===== src/rtl/pc_stat_unit.sv =====
// Architectural PC register, AOK/HLT/ADR/INS status FSM and run counters.
// Optional PC_TRACE_EN builds a circular trace of committed PCs.
module pc_stat_unit #(
    parameter int ADDR_W = 64,
    parameter logic [ADDR_W-1:0] RESET_PC = ADDR_W'(32),
    parameter int CNT_W = 32,
    parameter int TRACE_DEPTH = 8,
    localparam int IDX_W = $clog2(TRACE_DEPTH)
) (
    input  logic              clk,
    input  logic              rst_n,
    input  logic              ret_valid,
    input  logic              stall,
    input  logic [ADDR_W-1:0] next_pc,
    input  logic              instr_valid,
    input  logic              imem_error,
    input  logic              dmem_error,
    input  logic              hlt,
    output logic [ADDR_W-1:0] pc,
    output logic [2:0]        stat,
    output logic              running,
    output logic [CNT_W-1:0]  cycle_cnt,
    output logic [CNT_W-1:0]  instr_cnt,
    input  logic [IDX_W-1:0]  trace_rd_idx,
    output logic [ADDR_W-1:0] trace_rd_data,
    output logic              trace_rd_valid
);

    typedef enum logic [2:0] {
        S_AOK = 3'd1,
        S_HLT = 3'd2,
        S_ADR = 3'd3,
        S_INS = 3'd4
    } state_t;

    localparam logic [CNT_W-1:0] CNT_MAX = '1;

    state_t state;
    logic   commit;

    assign commit = (state == S_AOK) && !stall && ret_valid;
    assign stat   = state;

    always_ff @(posedge clk or negedge rst_n) begin
        if (!rst_n) begin
            state     <= S_AOK;
            pc        <= RESET_PC;
            running   <= 1'b1;
            cycle_cnt <= '0;
            instr_cnt <= '0;
        end else if (state == S_AOK) begin
            if (cycle_cnt != CNT_MAX)
                cycle_cnt <= cycle_cnt + 1'b1;
            if (commit) begin
                if (instr_cnt != CNT_MAX)
                    instr_cnt <= instr_cnt + 1'b1;
                // Fault/halt leave pc pointing at the offending instruction
                priority case (1'b1)
                    imem_error | dmem_error: begin
                        state   <= S_ADR;
                        running <= 1'b0;
                    end
                    !instr_valid: begin
                        state   <= S_INS;
                        running <= 1'b0;
                    end
                    hlt: begin
                        state   <= S_HLT;
                        running <= 1'b0;
                    end
                    default: pc <= next_pc;
                endcase
            end
        end
    end

`ifdef PC_TRACE_EN
    logic [ADDR_W-1:0] trace_mem [TRACE_DEPTH];
    logic [IDX_W-1:0]  wr_ptr;
    logic [IDX_W:0]    trace_count;
    logic [IDX_W-1:0]  rd_slot;

    always_ff @(posedge clk or negedge rst_n) begin
        if (!rst_n) begin
            wr_ptr      <= '0;
            trace_count <= '0;
        end else if (commit) begin
            wr_ptr <= wr_ptr + 1'b1;
            if (trace_count != (IDX_W+1)'(TRACE_DEPTH))
                trace_count <= trace_count + 1'b1;
        end
    end

    // Storage needs no reset: entries beyond trace_count are masked on read
    always_ff @(posedge clk) begin
        if (commit)
            trace_mem[wr_ptr] <= pc;
    end

    assign rd_slot        = wr_ptr - IDX_W'(1) - trace_rd_idx;
    assign trace_rd_valid = {1'b0, trace_rd_idx} < trace_count;
    assign trace_rd_data  = trace_rd_valid ? trace_mem[rd_slot] : '0;
`else
    logic unused_trace_idx;

    assign unused_trace_idx = ^trace_rd_idx;
    assign trace_rd_data    = '0;
    assign trace_rd_valid   = 1'b0;
`endif

endmodule


===== config.mk =====
export PLATFORM = sky130hd
export DESIGN_NAME = pc_stat_unit
export DESIGN_NICKNAME = d
export VERILOG_FILES = /design/src/rtl/pc_stat_unit.sv
export SDC_FILE = /design/constraint.sdc
export NUM_CORES = 1
export LEC_CHECK = 0
export ABC_AREA = 1
export ABC_CLOCK_PERIOD_IN_PS = 2600
export BUFFER_PORTS_ARGS = -buffer_cell sky130_fd_sc_hd__buf_2
export CAP_MARGIN = 30
export CELL_PAD_IN_SITES_DETAIL_PLACEMENT = 2
export CELL_PAD_IN_SITES_GLOBAL_PLACEMENT = 2
export CORE_MARGIN = 3
export CORE_UTILIZATION = 29
export DETAILED_ROUTE_END_ITERATION = 12
export PLACE_DENSITY = 0.89
export SETUP_SLACK_MARGIN = 0.4
export SYNTH_ARGS = -nofsm -noshare
export SYNTH_HDL_FRONTEND = slang
export SYNTH_SLANG_ARGS = --single-unit

===== constraint.sdc =====
create_clock -name clk -period 2.6 [get_ports clk]
set_clock_uncertainty 0.15 [all_clocks]
set_input_delay 0.39 -clock clk [delete_from_list [all_inputs] [get_ports clk]]
set_output_delay 0.39 -clock clk [all_outputs]
set_load 0.01 [all_outputs]

==> impl_metrics.prom, run 1 <==
# TYPE chip_impl_metric gauge
chip_impl_info{name="worst_setup_path_end_kind",value="register"} 1
chip_impl_metric{name="cp_slowest_stage_delay",unit="ns"} 0.55
chip_impl_metric{name="global_route_wire_length_before_repair",unit="µm"} 44600
chip_impl_metric{name="worstPathMaxFanout",unit=""} 64
chip_impl_metric{name="yosys.area_share.simple",unit=""} 0.404
chip_impl_metric{name="first_pass_iters",unit=""} 6
chip_impl_info{name="rsz_0062_raised_after_global_routing",value="true"} 1
chip_impl_metric{name="async_reset_ff_frac",unit=""} 1.00
chip_impl_info{name="crit_path_frequent_cell",value="sky130_fd_sc_hd__nand2_1"} 1
chip_impl_metric{name="fillCellCount",unit=""} 3110
chip_impl_metric{name="wl_per_cell",unit="µm"} 17.8
chip_impl_metric{name="layout-drive-gt1-share",unit=""} 0.243
chip_impl_metric{name="num_io_pins",unit=""} 272
chip_impl_info{name="min_to",value="pc[5]"} 1
chip_impl_metric{name="synth-seq-area-share",unit=""} 0.438
chip_impl_info{name="timing.critical_path.from_type",value="register"} 1
chip_impl_metric{name="clock_sink_count",unit=""} 132
chip_impl_metric{name="route.final.wire_length",unit="µm"} 28300
chip_impl_metric{name="finalMaxSlewViolations",unit=""} 0
chip_impl_metric{name="routed_vias",unit=""} 7411
chip_impl_metric{name="fin_util",unit=""} 0.369
chip_impl_metric{name="synth_area_in_adders",unit=""} 0.00331
chip_impl_info{name="r2r_end",value="pc[55]"} 1
chip_impl_metric{name="crit_arrival",unit="ns"} 2.23
chip_impl_metric{name="detailedRoute.firstIterationViolations",unit=""} 244
chip_impl_metric{name="diodes",unit=""} 0
chip_impl_metric{name="combinationalPowerShare",unit=""} 0.040
chip_impl_metric{name="layout_worst_path_cycle_share",unit=""} 0.801
chip_impl_info{name="dominantRegCellSynth",value="sky130_fd_sc_hd__dfrtp_1"} 1
chip_impl_info{name="min-delay-start",value="next_pc[5]"} 1
chip_impl_metric{name="post_synth_inst_count",unit=""} 1036
chip_impl_metric{name="post_dp_cell_area",unit="µm²"} 8660
chip_impl_metric{name="place_inst",unit=""} 1549
chip_impl_metric{name="synth_top_area_frac",unit=""} 0.427
chip_impl_metric{name="ctsHtreeMaxLevel",unit=""} 4
chip_impl_metric{name="syn_area",unit="µm²"} 7560
chip_impl_metric{name="final_cell_area",unit="µm²"} 9370
chip_impl_metric{name="reg_clk_slew_reported_paths",unit="ns"} 0.07
chip_impl_info{name="timing.critical_path.slowest_stage_cell",value="sky130_fd_sc_hd__dfstp_2"} 1
chip_impl_metric{name="via_count_of_the_first_global_routing_pass",unit=""} 8153
chip_impl_metric{name="synth_xor_xnor_area_share",unit=""} 0.0209
chip_impl_info{name="run_status",value="finished clean"} 1
chip_impl_metric{name="power.static_leakage",unit="nW"} 5.05
chip_impl_metric{name="final_nets",unit=""} 1324
chip_impl_metric{name="initial_utilization",unit=""} 0.298
chip_impl_metric{name="clk_latency",unit="ns"} 0.42
chip_impl_metric{name="max_cap_viol_count",unit=""} 0
chip_impl_info{name="crit_type",value="register to register"} 1
chip_impl_metric{name="route.detailed.vias_per_inst",unit=""} 4.66
chip_impl_metric{name="detail-route-antenna-nets",unit=""} 0
chip_impl_metric{name="final_critical_path_setup_slack",unit="ns"} 0.518
chip_impl_metric{name="max_slew_margin",unit=""} 0.540
chip_impl_metric{name="power.density_cell_area",unit="nW/µm²"} 499
chip_impl_info{name="synth_area_leaders",value="sky130_fd_sc_hd__dfrtp_1 43%, sky130_fd_sc_hd__nand2_1 22%, sky130_fd_sc_hd__buf_4 7.0%"} 1
chip_impl_metric{name="fin_crit",unit="ns"} 2.08
chip_impl_info{name="combinational_family_with_the_most_area_after_synthesis",value="simple AND/OR/NAND/NOR gates"} 1
chip_impl_metric{name="whs_path_depth",unit=""} 3
chip_impl_metric{name="synth_compound_gate_area_share",unit=""} 0.00861
chip_impl_metric{name="place_congestion",unit=""} 0.850
chip_impl_metric{name="cts_max_path_buffers",unit=""} 2
chip_impl_metric{name="hold_viol_final",unit=""} 0
chip_impl_info{name="netlist.top_cell.by_area",value="sky130_fd_sc_hd__dfrtp_1"} 1
chip_impl_metric{name="die_height",unit="µm"} 167
chip_impl_info{name="worstHoldPathType",value="input port to register"} 1
chip_impl_metric{name="total_clock_buffers_created_by_cts",unit=""} 17
chip_impl_metric{name="rr_worst_depth",unit=""} 7
chip_impl_metric{name="report.final.setup_viol",unit=""} 0
chip_impl_metric{name="power.total",unit="mW"} 4.67
chip_impl_metric{name="track_usage",unit=""} 0.197
chip_impl_metric{name="synthToLayoutAreaGrowth",unit="%"} 24.0
chip_impl_metric{name="share_clk_of_total_power",unit=""} 0.519
chip_impl_metric{name="netSwitchingFraction",unit=""} 0.258
chip_impl_metric{name="tns",unit="ns"} 0
chip_impl_metric{name="finish.cell_count_without_fillers",unit=""} 1590
chip_impl_metric{name="p_seq_frac",unit=""} 0.442
chip_impl_metric{name="synth_edf_count",unit=""} 0
chip_impl_info{name="worstReg2RegStart",value="stat[0]"} 1
chip_impl_metric{name="max_freq",unit="MHz"} 480
chip_impl_metric{name="hold_slack",unit="ns"} 0.0342
chip_impl_metric{name="netlist-cell-type-count",unit=""} 32
chip_impl_metric{name="largest_net_degree_at_the_start_of_global_routing",unit=""} 65
chip_impl_metric{name="net-switching-power",unit="mW"} 1.21
chip_impl_metric{name="place.port_buffers",unit=""} 203
chip_impl_metric{name="core.rowCount",unit=""} 58
chip_impl_metric{name="regToRegSetupSlack",unit="ns"} 0.52
chip_impl_info{name="tritoncts",value="built"} 1
chip_impl_metric{name="core",unit="µm²"} 25400
chip_impl_metric{name="synth.ff_latch_count",unit=""} 132
chip_impl_metric{name="worstPathRequired",unit="ns"} 2.75
chip_impl_metric{name="place_worst_setup_slack",unit="ns"} 0.269
chip_impl_metric{name="chipWidth",unit="µm"} 167
chip_impl_metric{name="cell_internal_pwr",unit="mW"} 3.47
chip_impl_metric{name="dp_hpwl",unit="µm"} 21000
chip_impl_metric{name="irDropWorstVdd",unit="mV"} 0.323
chip_impl_info{name="ctsRootBufferMaster",value="sky130_fd_sc_hd__clkbuf_16"} 1
chip_impl_metric{name="worst-slew-pin-transition",unit="ns"} 0.691
chip_impl_metric{name="globalRouteOverflowTotal",unit=""} 0
chip_impl_metric{name="route.detailed.drc",unit=""} 0
chip_impl_metric{name="synth_mux_area_frac",unit=""} 0
chip_impl_metric{name="ys.warnings.count",unit=""} 0
chip_impl_info{name="cp_cell_sequence",value="nand3_2 > nor2_4 > buf_12 > nand2_2 > buf_4 > nand2_1 > nand2_1"} 1
chip_impl_metric{name="die_area",unit="µm²"} 28000
chip_impl_metric{name="antenna_found_initial",unit=""} 0
chip_impl_metric{name="avgSynthCellArea",unit="µm²"} 7.29
synth_stat cells (3+ instances only):
master,count
sky130_fd_sc_hd__nand2_1,449
sky130_fd_sc_hd__dfrtp_1,129
sky130_fd_sc_hd__nand3_1,102
sky130_fd_sc_hd__nor2_1,93
sky130_fd_sc_hd__buf_4,70
sky130_fd_sc_hd__inv_1,58
sky130_fd_sc_hd__nand2_2,16
sky130_fd_sc_hd__nand4_1,14
sky130_fd_sc_hd__nand3b_1,13
sky130_fd_sc_hd__nor2_2,13
sky130_fd_sc_hd__xor2_1,10
sky130_fd_sc_hd__buf_6,9
sky130_fd_sc_hd__buf_2,8
sky130_fd_sc_hd__o21ai_0,8
sky130_fd_sc_hd__xnor2_1,8
sky130_fd_sc_hd__nor2_4,7
sky130_fd_sc_hd__clkbuf_1,5
sky130_fd_sc_hd__buf_1,3
sky130_fd_sc_hd__dfstp_2,3
metal layers:
| layer | wire, µm | track usage | up-vias |
|---|---|---|---|
| met1 | 11700 | 0.236 | 3689 |
| met5 | 0 | 0 | - |
| met4 | 571 | 0.0605 | 0 |
| li1 | - | - | 3513 |
| met2 | 14900 | 0.361 | 173 |
| met3 | 1090 | 0.0333 | 36 |
cell families after synthesis:
kind of cell / after synthesis
DFF: 132
other: 1
AOI/OAI and AO/OA: 12
xor gates and xnor gates: 18
and+or+nand+nor: 714
buffers and inverters: 157
adders and majority gates: 2
flip-flops by register name, indices dropped and copies added (netlist names):
register and count:
cycle_cnt 32, pc 64, stat 3, instr_cnt 32, running 1
critical path: cells and delay by family, from the launching register on:
kind	cells	cell delay (ns)
buffers and inverters	2	0.49
flip-flops	1	0.55
AND/OR/NAND/NOR	5	0.73
final cells by class:
class                      count  area, µm²  area share
sequential                   132       3310       0.353
inverter                      61        235      0.0251
multi-input combinational    812       3580       0.382
clock inverter                14        144      0.0154
clock buffer                  18        429      0.0458
timing repair buffer         223       1260       0.134
tap                          330        413      0.0441
power by group through the flow:
stage	logic (mW)	registers (mW)	clock network, mW
after floorplan	0.128	2.11	0
after global placement	0.180	2.10	0
after detailed placement	0.184	2.10	0
after CTS	0.187	2.06	2.49
after global routing	0.209	2.06	2.58
final	0.185	2.06	2.42
cell usage in the layout, fill, tap and decap left out, types with 2 or more instances in the layout:
cell / synthesis / routed
sky130_fd_sc_hd__a21boi_0: 2 / 2
sky130_fd_sc_hd__a21oi_1: 2 / 2
sky130_fd_sc_hd__and2_1: 2 / 2
sky130_fd_sc_hd__buf_12: 0 / 6
sky130_fd_sc_hd__buf_2: 8 / 202
sky130_fd_sc_hd__buf_4: 70 / 12
sky130_fd_sc_hd__clkbuf_16: 0 / 17
sky130_fd_sc_hd__clkinv_4: 0 / 3
sky130_fd_sc_hd__clkinvlp_4: 0 / 3
sky130_fd_sc_hd__conb_1: 1 / 65
sky130_fd_sc_hd__dfrtp_1: 129 / 126
sky130_fd_sc_hd__dfrtp_2: 0 / 3
sky130_fd_sc_hd__dfstp_2: 3 / 3
sky130_fd_sc_hd__inv_1: 58 / 56
sky130_fd_sc_hd__inv_2: 2 / 3
sky130_fd_sc_hd__inv_6: 0 / 7
sky130_fd_sc_hd__nand2_1: 449 / 449
sky130_fd_sc_hd__nand2_2: 16 / 14
sky130_fd_sc_hd__nand2_4: 1 / 4
sky130_fd_sc_hd__nand3_1: 102 / 102
sky130_fd_sc_hd__nand3b_1: 13 / 13
sky130_fd_sc_hd__nand4_1: 14 / 14
sky130_fd_sc_hd__nor2_1: 93 / 92
sky130_fd_sc_hd__nor2_2: 13 / 13
sky130_fd_sc_hd__nor2_4: 7 / 8
sky130_fd_sc_hd__o21ai_0: 8 / 8
sky130_fd_sc_hd__xnor2_1: 8 / 8
sky130_fd_sc_hd__xor2_1: 10 / 10
repair_timing:
item / 4_1_cts / 5_1_grt
pin swaps: 0 / 2
gates cloned: 0 / 1
endpoints found under the setup margin: 38 / 59
buffers inserted: 2 / 5
hold endpoints to repair: 39 / 0
gates resized for setup: 4 / 7
hold buffers: 1 / 0
worst max-delay path by stage:
stage                 start  cells after the start             to  slack, ns
2_1_floorplan  instr_cnt[0]                     11  instr_cnt[27]       0.78
3_3_place_gp   cycle_cnt[0]                     10  cycle_cnt[19]       0.42
3_5_place_dp   cycle_cnt[0]                     10   cycle_cnt[9]       0.27
4_1_cts        cycle_cnt[0]                     10   cycle_cnt[6]       0.42
5_1_grt             stat[0]                      7         pc[54]       0.40
6_report            stat[0]                      7         pc[55]       0.52
No activity file was read; power rests on OpenSTA's default activity.
==> run 2: changes to the inputs <==
--- a/config.mk
+++ b/config.mk
@@ -5,8 +5,8 @@
 export SDC_FILE = /design/constraint.sdc
 export NUM_CORES = 1
 export LEC_CHECK = 0
-export ABC_AREA = 1
-export ABC_CLOCK_PERIOD_IN_PS = 2600
+export ABC_AREA = 0
+export ABC_CLOCK_PERIOD_IN_PS = 2150
 export BUFFER_PORTS_ARGS = -buffer_cell sky130_fd_sc_hd__buf_2
 export CAP_MARGIN = 30
 export CELL_PAD_IN_SITES_DETAIL_PLACEMENT = 2
@@ -14,7 +14,7 @@
 export CORE_MARGIN = 3
 export CORE_UTILIZATION = 29
 export DETAILED_ROUTE_END_ITERATION = 12
-export PLACE_DENSITY = 0.89
+export PLACE_DENSITY = 0.83
 export SETUP_SLACK_MARGIN = 0.4
 export SYNTH_ARGS = -nofsm -noshare
 export SYNTH_HDL_FRONTEND = slang
==> constraint.sdc (replaced) <==
create_clock -name clk -period 2.15 [get_ports clk]
set_clock_uncertainty 0.15 [all_clocks]
set_input_delay 0.3225 -clock clk [delete_from_list [all_inputs] [get_ports clk]]
set_output_delay 0.3225 -clock clk [all_outputs]
set_load 0.01 [all_outputs]
==> run 2 against run 1 <==
The flow now finishes with violations (negative setup slack); via count decreased by 18%; hold slack gained 0.013 ns; sequential power up 21%; largest cell class unchanged; largest power group unchanged; highest routed layer unchanged.
==> impl_metrics.prom, run 2 <==
# TYPE chip_impl_metric gauge
chip_impl_info{name="run_status",value="complete, but fails checks"} 1
chip_impl_info{name="failed_checks",value="negative setup slack"} 1
chip_impl_metric{name="die_area",unit="µm²"} 23200
chip_impl_metric{name="route.detailed.drc",unit=""} 0
chip_impl_metric{name="synthToLayoutAreaGrowth",unit="%"} 76.1
chip_impl_metric{name="first_pass_iters",unit=""} 7
chip_impl_metric{name="via_count_of_the_first_global_routing_pass",unit=""} 6726
chip_impl_info{name="mostFrequentLayoutCell",value="sky130_fd_sc_hd__buf_2"} 1
chip_impl_info{name="crit_path_frequent_cell",value="sky130_fd_sc_hd__or4_4"} 1
chip_impl_metric{name="avgSynthCellArea",unit="µm²"} 11.9
chip_impl_info{name="yosys.cell_count.top_type",value="sky130_fd_sc_hd__dfrtp_1"} 1
chip_impl_metric{name="largest_net_degree_at_the_start_of_global_routing",unit=""} 42
chip_impl_metric{name="p_seq_frac",unit=""} 0.422
chip_impl_info{name="combinational_family_with_the_most_area_after_synthesis",value="simple AND/OR/NAND/NOR gates"} 1
chip_impl_metric{name="cell_internal_pwr",unit="mW"} 4.30
chip_impl_metric{name="clk_latency",unit="ns"} 0.44
chip_impl_metric{name="yosys.area_share.simple",unit=""} 0.149
chip_impl_metric{name="routed_vias",unit=""} 6079
chip_impl_metric{name="initial_utilization",unit=""} 0.301
chip_impl_info{name="synth_area_leaders",value="sky130_fd_sc_hd__dfrtp_1 52%, sky130_fd_sc_hd__mux2_2 12%, sky130_fd_sc_hd__buf_4 7.9%"} 1
chip_impl_metric{name="worstPathMaxFanout",unit=""} 4
chip_impl_metric{name="place.port_buffers",unit=""} 203
chip_impl_info{name="critPathTopFamily",value="simple AND/OR/NAND/NOR gates"} 1
chip_impl_metric{name="number_of_flip_flops_in_the_largest_register",unit=""} 64
chip_impl_metric{name="ctsHtreeMaxLevel",unit=""} 4
chip_impl_metric{name="clock_sink_count",unit=""} 132
chip_impl_metric{name="synth_edf_count",unit=""} 0
chip_impl_info{name="worstHoldPathType",value="input port to register"} 1
chip_impl_metric{name="synth-seq-area-share",unit=""} 0.533
chip_impl_metric{name="synth_area_in_adders",unit=""} 0.00403
chip_impl_metric{name="route.detailed.vias_per_inst",unit=""} 4.94
chip_impl_info{name="layout_common_cells",value="198 x sky130_fd_sc_hd__buf_2, 112 x sky130_fd_sc_hd__dfrtp_1, 103 x sky130_fd_sc_hd__buf_4"} 1
chip_impl_metric{name="net-switching-power",unit="mW"} 1.62
chip_impl_metric{name="crit_arrival",unit="ns"} 2.48
chip_impl_metric{name="share_clk_of_total_power",unit=""} 0.518
chip_impl_metric{name="total_clock_buffers_created_by_cts",unit=""} 17
chip_impl_metric{name="detailedRoute.firstIterationViolations",unit=""} 229
chip_impl_metric{name="antenna_found_initial",unit=""} 3
chip_impl_metric{name="layout-drive-gt1-share",unit=""} 0.581
chip_impl_info{name="worst_setup_path_end_kind",value="register"} 1
chip_impl_info{name="ctsRootBufferMaster",value="sky130_fd_sc_hd__clkbuf_16"} 1
chip_impl_metric{name="hold_viol_final",unit=""} 0
chip_impl_info{name="cp_cell_sequence",value="nand4_1 > buf_4 > or4_4 > or4_4 > nand2_4 > mux2_4"} 1
chip_impl_metric{name="max_freq",unit="MHz"} 431
chip_impl_metric{name="place_worst_setup_slack",unit="ns"} -0.136
chip_impl_metric{name="worstPathRequired",unit="ns"} 2.31
chip_impl_metric{name="reg_clk_slew_reported_paths",unit="ns"} 0.07
chip_impl_metric{name="finish.cell_count_without_fillers",unit=""} 1230
chip_impl_metric{name="netlist-cell-type-count",unit=""} 46
chip_impl_metric{name="async_reset_ff_frac",unit=""} 1.00
chip_impl_metric{name="netSwitchingFraction",unit=""} 0.274
chip_impl_metric{name="finalMaxSlewViolations",unit=""} 0
chip_impl_metric{name="num_io_pins",unit=""} 272
chip_impl_metric{name="max_cap_viol_count",unit=""} 0
chip_impl_metric{name="chipWidth",unit="µm"} 152
chip_impl_metric{name="cts_max_path_buffers",unit=""} 2
chip_impl_metric{name="final_critical_path_setup_slack",unit="ns"} -0.172
chip_impl_metric{name="combinationalPowerShare",unit=""} 0.060
chip_impl_info{name="crit_type",value="register to register"} 1
chip_impl_metric{name="synth.ff_latch_count",unit=""} 132
chip_impl_metric{name="synth_compound_gate_area_share",unit=""} 0.0206
chip_impl_metric{name="ys.warnings.count",unit=""} 0
chip_impl_info{name="netlist.top_cell.by_area",value="sky130_fd_sc_hd__dfrtp_1"} 1
chip_impl_info{name="timing.critical_path.slowest_stage_cell",value="sky130_fd_sc_hd__or4_4"} 1
chip_impl_metric{name="track_usage",unit=""} 0.251
chip_impl_metric{name="fin_crit",unit="ns"} 2.32
chip_impl_metric{name="post_synth_inst_count",unit=""} 520
chip_impl_metric{name="fin_util",unit=""} 0.530
chip_impl_metric{name="synth_mux_area_frac",unit=""} 0.123
chip_impl_metric{name="synth_xor_xnor_area_share",unit=""} 0.0819
chip_impl_metric{name="route.final.wire_length",unit="µm"} 33800
chip_impl_metric{name="place_inst",unit=""} 1059
chip_impl_info{name="rsz_0062_raised_after_global_routing",value="true"} 1
chip_impl_metric{name="power.static_leakage",unit="nW"} 5.93
chip_impl_metric{name="die_height",unit="µm"} 152
chip_impl_metric{name="synth_top_area_frac",unit=""} 0.520
chip_impl_metric{name="place_congestion",unit=""} 0.772
chip_impl_metric{name="dp_hpwl",unit="µm"} 16200
chip_impl_info{name="dominantRegCellSynth",value="sky130_fd_sc_hd__dfrtp_1"} 1
chip_impl_info{name="registers.top_by_ff_count",value="pc"} 1
chip_impl_metric{name="fillCellCount",unit=""} 2007
chip_impl_metric{name="globalRouteOverflowTotal",unit=""} 0
chip_impl_metric{name="power.density_cell_area",unit="nW/µm²"} 542
chip_impl_metric{name="syn_area",unit="µm²"} 6200
chip_impl_metric{name="core.rowCount",unit=""} 52
chip_impl_info{name="timing.critical_path.from_type",value="register"} 1
chip_impl_metric{name="global_route_wire_length_before_repair",unit="µm"} 44500
chip_impl_metric{name="report.final.setup_viol",unit=""} 55
chip_impl_metric{name="core",unit="µm²"} 20600
chip_impl_metric{name="wl_per_cell",unit="µm"} 27.5
chip_impl_info{name="largest_registers",value="pc (64), cycle_cnt (32), instr_cnt (32)"} 1
chip_impl_metric{name="irDropWorstVdd",unit="mV"} 0.480
chip_impl_metric{name="final_nets",unit=""} 1020
chip_impl_metric{name="critical_path.n_buffers_inverters",unit=""} 1
chip_impl_metric{name="cp_slowest_stage_delay",unit="ns"} 0.50
chip_impl_metric{name="layout_worst_path_cycle_share",unit=""} 1.08
chip_impl_info{name="synth.cells.most_frequent",value="129 x sky130_fd_sc_hd__dfrtp_1, 66 x sky130_fd_sc_hd__mux2_2, 65 x sky130_fd_sc_hd__buf_4"} 1
chip_impl_metric{name="detail-route-antenna-nets",unit=""} 0
chip_impl_info{name="tritoncts",value="built"} 1
## run 2: cell count changes after synthesis, sizes merged, moves of 19 or more
cell | before | now
and3 | 0 | 19
buf | 91 | 67
inv | 61 | 4
mux2 | 0 | 67
nand2 | 467 | 28
nand3 | 103 | 25
nor2 | 113 | 20
xnor2 | 8 | 36
## run 2: final timing paths
path | cells after the start | slack, ns | from | endpoint
min reg2reg | 1 | 0.36 | instr_cnt[26] | instr_cnt[26]
max in group asynchronous | 3 | 0.96 | rst_n | running
min | 2 | 0.05 | next_pc[51] | pc[51]
max | 6 | -0.17 | instr_cnt[16] | instr_cnt[1]
max reg2reg | 6 | -0.17 | instr_cnt[16] | instr_cnt[1]
min in group asynchronous | 2 | 0.24 | rst_n | cycle_cnt[26]
## run 2: area by class of cell
type                       instances  area (µm²)  area share
multi-input combinational        374        3500       0.320
sequential                       132        3330       0.305
timing repair buffer             414        3150       0.289
clock buffer                      17         425      0.0389
tap                              270         338      0.0309
clock inverter                    15         160      0.0147
inverter                           4        15.0     0.00137
antenna                            4        10.0    0.000916
## run 2: power groups by stage
| stage | Combinational, mW | Sequential, mW | Clock [mW] |
|---|---|---|---|
| global route | 0.383 | 2.50 | 3.21 |
| global placement | 0.211 | 2.54 | 0 |
| detailed placement | 0.220 | 2.54 | 0 |
| CTS | 0.328 | 2.50 | 3.02 |
| floorplan | 0.150 | 2.55 | 0 |
| finish | 0.358 | 2.50 | 3.07 |
## run 2: kinds of logic after synthesis
logic type | after synthesis
xor+xnor | 58
compound gates | 19
simple gates | 162
other cells | 1
flops | 132
fa+ha+maj | 2
mux | 68
buf+inv | 78
## run 2: routing by layer
metal,wire length [µm],track usage,vias to the layer above
met4,1310,0.0860,0
met2,18200,0.466,281
met5,0,0,-
met3,1610,0.0608,80
met1,12700,0.280,3174
li1,-,-,2544
## run 2: per-stage QoR
step	hold WS (ns)	TNS [ns]	power, mW	area [µm²]
6_report	0.0477	-3.04	5.92	10900
5_1_grt	0.0205	-7.52	6.09	10900
4_1_cts	0.0122	-0.0860	5.84	10500
3_5_place_dp	0.132	-0.965	2.76	8170
3_3_place_gp	0.129	-0.201	2.75	8170
2_1_floorplan	-0.123	-0.845	2.70	6750
## run 2: what timing repair did
| action | 4_1_cts | 5_1_grt |
|---|---|---|
| pin swaps | 66 | 53 |
| gates cloned | 8 | 0 |
| resized for setup | 142 | 47 |
| buffers inserted | 40 | 22 |
| hold buffers | 65 | 0 |
| setup endpoints to repair | 126 | 135 |
| hold endpoints to repair | 98 | 0 |
